[src/rtl/lsu_bus_adapter_if.sv]
// Data-bus side of the load/store adapter: valid/ready request channel plus
// a read-data return channel driven by the memory side.
interface lsu_bus_adapter_if;
  logic        valid;
  logic        ready;
  logic        we;
  logic [31:0] addr;
  logic [3:0]  be;
  logic [31:0] wdata;
  logic        rvalid;
  logic [31:0] rdata;

  modport master (
    output valid, we, addr, be, wdata,
    input  ready, rvalid, rdata
  );

  modport slave (
    input  valid, we, addr, be, wdata,
    output ready, rvalid, rdata
  );
endinterface

[src/rtl/lsu_bus_adapter.sv]
// Load/store unit bridging the execute stage to a wait-stated data bus.
// Define LSU_MISALIGN_TRAP_EN to trap misaligned half/word accesses instead of aligning them.
module lsu_bus_adapter #(
  parameter int TIMEOUT = 64
) (
  input  logic               clk,
  input  logic               rst_n,
  input  logic               req_valid,
  input  logic               req_we,
  input  logic [31:0]        req_addr,
  input  logic [31:0]        req_wdata,
  input  logic [2:0]         req_func3,
  output logic               stall,
  output logic               rsp_valid,
  output logic [31:0]        rsp_rdata,
  output logic               misalign,
  output logic               bus_err,
  lsu_bus_adapter_if.master  bus
);

  localparam int CW = $clog2(TIMEOUT) + 1;
  localparam logic [CW-1:0] CNT_LAST = CW'(TIMEOUT - 1);

  localparam logic [2:0] IDLE = 3'd0;
  localparam logic [2:0] REQ  = 3'd1;
  localparam logic [2:0] WAIT = 3'd2;
  localparam logic [2:0] ERR  = 3'd3;
  localparam logic [2:0] DONE = 3'd4;

  logic [2:0]    state_reg;
  logic [CW-1:0] cnt_reg;
  logic          we_reg;
  logic [1:0]    lsb_reg;
  logic [2:0]    func3_reg;
  logic          err_pend_reg;
  logic          mis_pend_reg;

  logic          rsp_valid_reg;
  logic [31:0]   rsp_rdata_reg;
  logic          misalign_reg;
  logic          bus_err_reg;
  logic          bus_valid_reg;
  logic          bus_we_reg;
  logic [31:0]   bus_addr_reg;
  logic [3:0]    bus_be_reg;
  logic [31:0]   bus_wdata_reg;

  logic          is_byte;
  logic          is_half;
  logic          is_word;
  logic          illegal_c;
  logic          mis_c;
  logic [31:0]   addr_c;
  logic [3:0]    be_c;
  logic [31:0]   wdata_c;
  logic [31:0]   shifted_c;
  logic [31:0]   ext_c;
  logic          timeout_c;

  // Request decode works straight off the core inputs, which are only
  // consumed in IDLE.
  always_comb begin
    is_byte   = (req_func3[1:0] == 2'b00);
    is_half   = (req_func3[1:0] == 2'b01);
    is_word   = (req_func3 == 3'b010);
    illegal_c = (req_func3 == 3'b011) || (req_func3 == 3'b110) || (req_func3 == 3'b111);
    addr_c    = req_addr;
    mis_c     = 1'b0;
`ifdef LSU_MISALIGN_TRAP_EN
    mis_c     = (is_half && req_addr[0]) || (is_word && (req_addr[1:0] != 2'b00));
`else
    if (is_half) addr_c[0]   = 1'b0;
    if (is_word) addr_c[1:0] = 2'b00;
`endif
    be_c = 4'b0000;
    if (is_byte)      be_c = 4'b0001 << addr_c[1:0];
    else if (is_half) be_c = 4'b0011 << {addr_c[1], 1'b0};
    else if (is_word) be_c = 4'b1111;
  end

  // Each byte lane picks its source byte so the addressed lane always
  // carries the low bits of the store data.
  genvar gi;
  generate
    for (gi = 0; gi < 4; gi++) begin : g_lane
      assign wdata_c[8*gi +: 8] = is_byte ? req_wdata[7:0] :
                                  is_half ? req_wdata[8*(gi%2) +: 8] :
                                            req_wdata[8*gi +: 8];
    end
  endgenerate

  always_comb begin
    shifted_c = bus.rdata;
    if (func3_reg[1:0] == 2'b00)
      shifted_c = bus.rdata >> {lsb_reg, 3'b000};
    else if (func3_reg[1:0] == 2'b01)
      shifted_c = bus.rdata >> {lsb_reg[1], 4'b0000};
    case (func3_reg)
      3'b000:  ext_c = {{24{shifted_c[7]}},  shifted_c[7:0]};
      3'b001:  ext_c = {{16{shifted_c[15]}}, shifted_c[15:0]};
      3'b100:  ext_c = {24'h0, shifted_c[7:0]};
      3'b101:  ext_c = {16'h0, shifted_c[15:0]};
      default: ext_c = shifted_c;
    endcase
  end

  assign timeout_c = (cnt_reg == CNT_LAST);

  always_ff @(posedge clk or negedge rst_n) begin
    if (!rst_n) begin
      state_reg     <= IDLE;
      cnt_reg       <= '0;
      we_reg        <= 1'b0;
      lsb_reg       <= 2'b00;
      func3_reg     <= 3'b000;
      err_pend_reg  <= 1'b0;
      mis_pend_reg  <= 1'b0;
      rsp_valid_reg <= 1'b0;
      rsp_rdata_reg <= 32'h0;
      misalign_reg  <= 1'b0;
      bus_err_reg   <= 1'b0;
      bus_valid_reg <= 1'b0;
      bus_we_reg    <= 1'b0;
      bus_addr_reg  <= 32'h0;
      bus_be_reg    <= 4'h0;
      bus_wdata_reg <= 32'h0;
    end else begin
      rsp_valid_reg <= 1'b0;
      case (state_reg)
        IDLE: begin
          if (req_valid) begin
            we_reg    <= req_we;
            lsb_reg   <= addr_c[1:0];
            func3_reg <= req_func3;
            cnt_reg   <= '0;
            if (illegal_c || mis_c) begin
              state_reg    <= ERR;
              err_pend_reg <= illegal_c;
              mis_pend_reg <= mis_c;
            end else begin
              state_reg     <= REQ;
              bus_valid_reg <= 1'b1;
              bus_we_reg    <= req_we;
              bus_addr_reg  <= {addr_c[31:2], 2'b00};
              bus_be_reg    <= be_c;
              bus_wdata_reg <= wdata_c;
            end
          end
        end
        REQ: begin
          cnt_reg <= cnt_reg + 1'b1;
          // An accepted store is a completion; an accepted load is not yet.
          if (bus.ready && we_reg) begin
            bus_valid_reg <= 1'b0;
            state_reg     <= DONE;
            rsp_valid_reg <= 1'b1;
            rsp_rdata_reg <= 32'h0;
            bus_err_reg   <= 1'b0;
          end else if (timeout_c) begin
            bus_valid_reg <= 1'b0;
            state_reg     <= DONE;
            rsp_valid_reg <= 1'b1;
            rsp_rdata_reg <= 32'h0;
            bus_err_reg   <= 1'b1;
          end else if (bus.ready) begin
            bus_valid_reg <= 1'b0;
            state_reg     <= WAIT;
          end
        end
        WAIT: begin
          cnt_reg <= cnt_reg + 1'b1;
          if (bus.rvalid) begin
            state_reg     <= DONE;
            rsp_valid_reg <= 1'b1;
            rsp_rdata_reg <= ext_c;
            bus_err_reg   <= 1'b0;
          end else if (timeout_c) begin
            state_reg     <= DONE;
            rsp_valid_reg <= 1'b1;
            rsp_rdata_reg <= 32'h0;
            bus_err_reg   <= 1'b1;
          end
        end
        ERR: begin
          state_reg     <= DONE;
          rsp_valid_reg <= 1'b1;
          rsp_rdata_reg <= 32'h0;
          bus_err_reg   <= err_pend_reg;
          misalign_reg  <= mis_pend_reg;
        end
        DONE: begin
          state_reg     <= IDLE;
          rsp_rdata_reg <= 32'h0;
          bus_err_reg   <= 1'b0;
          misalign_reg  <= 1'b0;
        end
        default: state_reg <= IDLE;
      endcase
    end
  end

  // Stall is the only combinational output; gating with rst_n releases the
  // core immediately when an access is aborted by reset.
  assign stall = rst_n && ((state_reg == IDLE && req_valid) ||
                           state_reg == REQ || state_reg == WAIT || state_reg == ERR);

  assign rsp_valid = rsp_valid_reg;
  assign rsp_rdata = rsp_rdata_reg;
  assign misalign  = misalign_reg;
  assign bus_err   = bus_err_reg;
  assign bus.valid = bus_valid_reg;
  assign bus.we    = bus_we_reg;
  assign bus.addr  = bus_addr_reg;
  assign bus.be    = bus_be_reg;
  assign bus.wdata = bus_wdata_reg;

endmodule

[src/flat_wrapper.sv]
// flat-port wrapper written by rule: the top's interface ports become plain ports
module lsu_bus_adapter_flat 
#(
  parameter int TIMEOUT = 64
)
  (clk, rst_n, req_valid, req_we, req_addr, req_wdata, req_func3, stall, rsp_valid, rsp_rdata, misalign, bus_err, bus_valid, bus_we, bus_addr, bus_be, bus_wdata, bus_ready, bus_rvalid, bus_rdata);
  lsu_bus_adapter_if bus_i ();
  input  logic clk;
  input  logic rst_n;
  input  logic req_valid;
  input  logic req_we;
  input  logic [31:0] req_addr;
  input  logic [31:0] req_wdata;
  input  logic [2:0] req_func3;
  output logic stall;
  output logic rsp_valid;
  output logic [31:0] rsp_rdata;
  output logic misalign;
  output logic bus_err;
  output wire logic [$bits(bus_i.valid)-1:0] bus_valid;
  output wire logic [$bits(bus_i.we)-1:0] bus_we;
  output wire logic [$bits(bus_i.addr)-1:0] bus_addr;
  output wire logic [$bits(bus_i.be)-1:0] bus_be;
  output wire logic [$bits(bus_i.wdata)-1:0] bus_wdata;
  input wire logic [$bits(bus_i.ready)-1:0] bus_ready;
  input wire logic [$bits(bus_i.rvalid)-1:0] bus_rvalid;
  input wire logic [$bits(bus_i.rdata)-1:0] bus_rdata;
  assign bus_valid = bus_i.valid;
  assign bus_we = bus_i.we;
  assign bus_addr = bus_i.addr;
  assign bus_be = bus_i.be;
  assign bus_wdata = bus_i.wdata;
  assign bus_i.ready = bus_ready;
  assign bus_i.rvalid = bus_rvalid;
  assign bus_i.rdata = bus_rdata;
  lsu_bus_adapter #(.TIMEOUT(TIMEOUT)) u_core (.clk(clk), .rst_n(rst_n), .req_valid(req_valid), .req_we(req_we), .req_addr(req_addr), .req_wdata(req_wdata), .req_func3(req_func3), .stall(stall), .rsp_valid(rsp_valid), .rsp_rdata(rsp_rdata), .misalign(misalign), .bus_err(bus_err), .bus(bus_i));
endmodule
[config.mk]
export PLATFORM = sky130hd
export DESIGN_NAME = lsu_bus_adapter_flat
export DESIGN_NICKNAME = d
export VERILOG_FILES = /design/src/rtl/lsu_bus_adapter_if.sv /design/src/rtl/lsu_bus_adapter.sv /design/src/flat_wrapper.sv
export SDC_FILE = /design/constraint.sdc
export NUM_CORES = 1
export LEC_CHECK = 0
export BUFFER_PORTS_ARGS = -buffer_cell sky130_fd_sc_hd__buf_2
export CORE_MARGIN = 2
export CORE_UTILIZATION = 45
export DETAILED_ROUTE_END_ITERATION = 10
export GPL_ROUTABILITY_DRIVEN = 0
export HOLD_SLACK_MARGIN = 0.06
export PLACE_DENSITY = 0.75
export REMOVE_ABC_BUFFERS = 1
export SETUP_SLACK_MARGIN = 0.05
export SYNTH_ARGS = -nofsm -noshare
export SYNTH_HDL_FRONTEND = slang
export SYNTH_SLANG_ARGS = --single-unit
[constraint.sdc]
create_clock -name clk -period 1.7 [get_ports clk]
set_input_delay 0.255 -clock clk [delete_from_list [all_inputs] [get_ports clk]]
set_output_delay 0.255 -clock clk [all_outputs]
set_load 0.005 [all_outputs]
Word-level counts from Yosys, hierarchy flattened
Index checks and enable logic that the tools add are counted.
{"block": "classes", "bitwise": 1, "n_shift": 4, "n_reduce_logical": 25, "addsub": 1, "muxes": 42, "n_eq_ne": 18}
{"cell": "two-way mux 32 bit", "count": 5}
{"cell": "case mux 32 bit (4 select lines)", "count": 1}
{"cell": "case mux 32 bit (3 select lines)", "count": 1}
{"cell": "right shift 32 x 5 -> 32 bit", "count": 2}
{"cell": "two-way mux 8 bit", "count": 5}
{"cell": "two-way mux 3 bit", "count": 6}
{"cell": "equality test 3 bit (second input constant)", "count": 5}
{"cell": "case mux 7 bit (2 select lines)", "count": 1}
{"cell": "two-way mux 1 bit", "count": 13}
{"cell": "equality test 3 x 2 -> 1 bit (second input constant)", "count": 4}
{"cell": "two-way mux 4 bit", "count": 3}
{"cell": "case mux 3 bit (4 select lines)", "count": 1}
{"cell": "AND reduction 3 bit", "count": 3}
{"cell": "adder 7 x 1 -> 7 bit (second input constant)", "count": 1}
{"cell": "equality test 7 x 6 -> 1 bit (second input constant)", "count": 1}
{"cell": "two-way mux 7 bit", "count": 1}
{"cell": "equality test 3 x 1 -> 1 bit (second input constant)", "count": 2}
{"cell": "zero test 3 bit", "count": 2}
{"cell": "nonzero test 2 bit", "count": 3}
{"cell": "logical OR 1 bit", "count": 5}
{"cell": "equality test 2 x 1 -> 1 bit (second input constant)", "count": 2}
{"cell": "zero test 2 bit", "count": 2}
{"cell": "two-way mux 2 bit", "count": 2}
{"cell": "!= test 2 bit (second input constant)", "count": 2}
{"cell": "other kinds (14)", "count": 18}
{"block": "word_totals", "out_inout_bits": 106, "word_cells": 106, "in_bits": 105, "regBits": 120}

Depth between registers and ports, before layout
{"block": "logic_depth", "word_depth": 6, "ltp_mapped": 7}

Worst setup path after synthesis
No wires, ideal clock.
{"block": "synth_path", "kind": "register to register", "from": "register u_core.state_reg[1]", "to": "register u_core.cnt_reg[3]", "required_ns": 1.579, "t_arrival_ns": 1.561, "stages_incl_launch_ff": 5, "path_slack_ns": 0.018, "setup_time_ns": 0.121, "path_cell_list": "dfrtp_1 > buf_6 > or4b_4 > mux2_2 > a22o_1"}
{"block": "synth_between", "elab_chain_cells": 4, "word_cells_on_any_way": 8, "classes_between": "eq/ne: 3; mux: 1; reduce/logical: 4"}
{"item": "start: declaration", "line_no": "lsu_bus_adapter.sv:30", "rtl": "logic [2:0] state_reg;"}
{"item": "start signal: assignment", "line_no": "lsu_bus_adapter.sv:111", "rtl": "state_reg <= IDLE;"}
{"item": "start signal: assignment", "line_no": "lsu_bus_adapter.sv:137", "rtl": "state_reg <= ERR;"}
{"item": "start signal: assignment", "line_no": "lsu_bus_adapter.sv:141", "rtl": "state_reg <= REQ;"}
{"item": "equality test 3 x 2 -> 1 bit or equality test 3 x 1 -> 1 bit (tied branches)", "line_no": "lsu_bus_adapter.sv:129", "rtl": "case (state_reg)"}
{"item": "OR reduction 2 bit (no source line)"}
{"item": "nonzero test 2 bit (no source line)"}
{"item": "AND reduction 2 bit (no source line)"}
{"item": "end signal: assignment", "line_no": "lsu_bus_adapter.sv:151", "rtl": "cnt_reg <= cnt_reg + 1'b1;"}
{"item": "end signal: assignment", "line_no": "lsu_bus_adapter.sv:171", "rtl": "cnt_reg <= cnt_reg + 1'b1;"}
{"item": "end: declaration", "line_no": "lsu_bus_adapter.sv:31", "rtl": "logic [CW-1:0] cnt_reg;"}
Several ways; a longest one is shown, not always the timed one.
A chain may end at the register's enable or synchronous reset.

Worst setup path in the final report
{"block": "layout_path", "from": "register u_core.state_reg[2]", "to": "register u_core.bus_wdata_reg[25] (netlist: u_core.bus.wdata[25])"}
{"block": "layout_between", "elab_chain_cells": 2}
{"item": "zero test 3 bit", "line_no": "lsu_bus_adapter.sv:129"}
{"item": "AND reduction 3 bit (no source line)"}
{"item": "end signal: assignment", "line_no": "lsu_bus_adapter.sv:146", "rtl": "bus_wdata_reg <= wdata_c;"}
{"item": "end: declaration", "line_no": "lsu_bus_adapter.sv:46", "rtl": "logic [31:0] bus_wdata_reg;"}
No other way between the ends.

==> flow_metrics.env <==
export IMPL_path_delay_family="buffers and inverters"
export IMPL_antenna_found_initial=0
export IMPL_worstMarginPinSlew_ps=733
export IMPL_synthCells=640
export IMPL_dr_pass1_iters=5
export IMPL_fin_skew_ps=6.52
export IMPL_port_buffers=207
export IMPL_power_net_switching_uw=5780
export IMPL_synth_seq_area_share_pct=50.3
export IMPL_p_per_area_nw_per_um2=1780
export IMPL_status="finished, violations left"
export IMPL_fin_crit_sh_pct=101
export IMPL_combPwrFrac_pct=44.1
export IMPL_avgViaCountPerCell=5.45
export IMPL_power_leakage_uw=0.00449
export IMPL_route_vias_total=5990
export IMPL_fill_cells=962
export IMPL_end_kind="register"
export IMPL_cts_buffers=17
export IMPL_worstRegToRegCells=6
export IMPL_drt_total_wl_mm=20.8
export IMPL_grt_usage_pct=26.3
export IMPL_wire_per_inst_um=18.9
export IMPL_multi_input_area_um2=2890
export IMPL_critPathCapture="u_core.bus.wdata[25]"
export IMPL_die_w_um=119
export IMPL_synth_area_um2=5930
export IMPL_avgSynthCellArea_um2=9.26
export IMPL_path_max_fanout=7
export IMPL_core_um2=12700
export IMPL_clkPwrFrac_pct=24.7
export IMPL_cts_tree="built"
export IMPL_synth_warnings=0
export IMPL_slew_headroom_pct=50.8
export IMPL_cts_root_buf="clkbuf_16"
export IMPL_async_flop_share_pct=100
export IMPL_first_global_vias=5753
export IMPL_clk_path_buf_depth=2
export IMPL_maxSlewViolCount=0
export IMPL_hpwl_mm=12.1
export IMPL_grt_ovfl_total=0
export IMPL_crit_start="u_core.state_reg[2]"
export IMPL_regToRegSetupSlack_ps=-10
export IMPL_rows=41
export IMPL_start_util_pct=46.6
export IMPL_sw_frac_of_total_pct=36.5
export IMPL_crit_buf_inv=3
export IMPL_max_vdd_ir_drop_v=0.00102
export IMPL_crit_type="reg2reg"
export IMPL_crit_arrival_ps=2020
export IMPL_synth_cell_types=52
export IMPL_setup_viol=1
export IMPL_die_h_um=119
export IMPL_r2r_end="u_core.bus.wdata[25]"
export IMPL_path_depth=6
export IMPL_boundaryPins=211
export IMPL_hp_class="in2reg"
export IMPL_finalHoldViolCount=0
export IMPL_die_area_um2=14100
export IMPL_violations="negative setup slack"
export IMPL_drive_gt1_share_pct=39.5
export IMPL_antenna_diode_count=0
export IMPL_cap_violations=0
export IMPL_ys_seq_elements=119
export IMPL_rsz0062_at_grt="true"
export IMPL_cts_sinks=119
export IMPL_drc=0
export IMPL_clk_transition_reported_paths_ps=60
export IMPL_worstPathCellList="buf_6, nor4b_4, buf_6, nand2_8, buf_12, o21ai_0"
export IMPL_worst_slack_ps=-10.9
export IMPL_max_freq_mhz=584
export IMPL_cp_slowest_cell="dfrtp_1"
export IMPL_grt_pass1_wl_mm=29.4
export IMPL_p_int_uw=10000
export IMPL_synth_edf_count=0
export IMPL_crit_path_max_incr_delay_ps=430
export IMPL_seqPwrFrac_pct=31.2
export IMPL_yosys_most_used_dff="dfrtp_1"
export IMPL_clock_latency_ps=420
export IMPL_r2r_start="u_core.state_reg[2]"
export IMPL_seqCellArea_um2=2980
export IMPL_final_core_util_pct=69.9
export IMPL_cp_start_kind="register"
export IMPL_htreeDepth=4
export IMPL_grt_max_degree=120
export IMPL_syn_to_final_growth_pct=50.0
export IMPL_fin_nets=1021
export IMPL_critPathMostFrequentCell="buf_6"
export IMPL_initialDrtViolationCount=518
export IMPL_ant_nets=0
export IMPL_crit_required_ps=2010
export IMPL_pre_cts_slack_ps=21.2
export IMPL_period_minus_slack_ps=1710
==> worst min path at each step <==
stage                      start                  end  slack (ps)  cells past startpoint
detailed placement         rst_n     u_core.rsp_valid         430                      2
floorplan                  rst_n  u_core.bus.addr[10]         -40                      0
global placement           rst_n       u_core.bus_err         440                      2
finish              req_func3[2]  u_core.func3_reg[2]          90                      3
CTS                    bus_ready  u_core.state_reg[0]          70                      2
global route        req_func3[2]  u_core.func3_reg[2]         100                      3
==> kinds of logic (layout without fill, tap and decap cells) <==
| family | count (synthesis) | count (layout) | synth area share (%) |
|---|---|---|---|
| compound gates | 154 | 154 | 17.5 |
| xor+xnor | 3 | 3 | 0.443 |
| fa+ha+maj | 1 | 1 | 0.211 |
| buf+inv | 61 | 346 | 4.71 |
| flops | 119 | 119 | 50.3 |
| mux | 39 | 39 | 7.05 |
| other cells | 1 | 3 | 0.0633 |
| simple gates | 262 | 263 | 19.8 |
==> cell usage after synthesis (all sizes together) (10+ instances only) <==
cell	instances	area share [%]
inv	12	0.76
clkbuf	23	1.5
o22ai	10	1.1
nand2	174	11
nand2b	26	2.7
a32o	18	3.0
o21ai	55	4.6
mux2	12	2.3
a21oi	17	1.5
nor2	31	2.0
buf	26	2.5
dfrtp	119	50
mux2i	26	4.4
==> worst reg2reg max path, stage by stage (launching register included) <==
cell and delay [ps]:
dfrtp_1 430, buf_6 160, nor4b_4 270, buf_6 180
nand2_8 100, buf_12 200, o21ai_0 270
==> through the flow <==
stage,total power (uW),cells,area [um2],hold slack (ps),TNS (ps)
final,15800,1100,8890,94.3,-10.9
after floorplan,7820,593,5700,-40.6,-62000
after detailed placement,10700,1010,7300,429,0
after CTS,14700,1074,8280,71.2,0
after global routing,16800,1100,8890,104,-205
after global placement,10500,1010,7300,443,0
==> power by group through the flow <==
stage               clock [uW]  sequential [uW]  combinational (uW)
floorplan                    0             5170                2650
global placement             0             4850                5650
detailed placement           0             4860                5810
CTS                       3940             4880                5890
global route              4110             5090                7590
finish                    3910             4930                6970
==> placed cells by master (no fill, tap or decap), types with 4 or more instances in the layout <==
cell / count
buf_2: 206
nand2_1: 158
dfrtp_1: 116
o21ai_0: 42
buf_4: 35
dlygate4sd3_1: 32
nor2_1: 27
mux2i_1: 26
nand2b_1: 26
clkbuf_16: 25
a32o_1: 18
a21oi_1: 14
buf_6: 13
nand2_2: 12
inv_1: 12
mux2_2: 11
o21ai_1: 10
nand3b_1: 7
o211ai_1: 7
o21bai_1: 7
o2bb2ai_1: 7
a221oi_1: 7
buf_12: 7
o22ai_2: 6
a211oi_2: 5
and2_1: 4
nand2_4: 4
nor3_1: 4
o22ai_1: 4
bufinv_16: 4
==> layout make-up <==
class                      count  area share (%)
clock buffer                  21            5.29
clock inverter                11            1.91
inverter                      12           0.507
multi-input combinational    463            32.5
sequential                   119            33.5
tap                          172            2.42
timing repair buffer         302            23.8
==> per-layer routing <==
layer / part of all wire, % / global-route usage, % / vias up
met5: 0 / 0 / -
met3: 7.8 / 6.90 / 36
met1: 39 / 32.7 / 2888
met4: 2.3 / 10.9 / 0
met2: 51 / 43.5 / 299
li1: - / - / 2767
==> repair_timing <==
action	CTS	global route
hold buffers	32	0
endpoints found under the setup margin	6	93
resized for setup	4	77
cloned	0	15
pin swaps	0	14
endpoints found under the hold margin	151	0
buffers inserted	0	11
(Power assumes the default switching activity.)
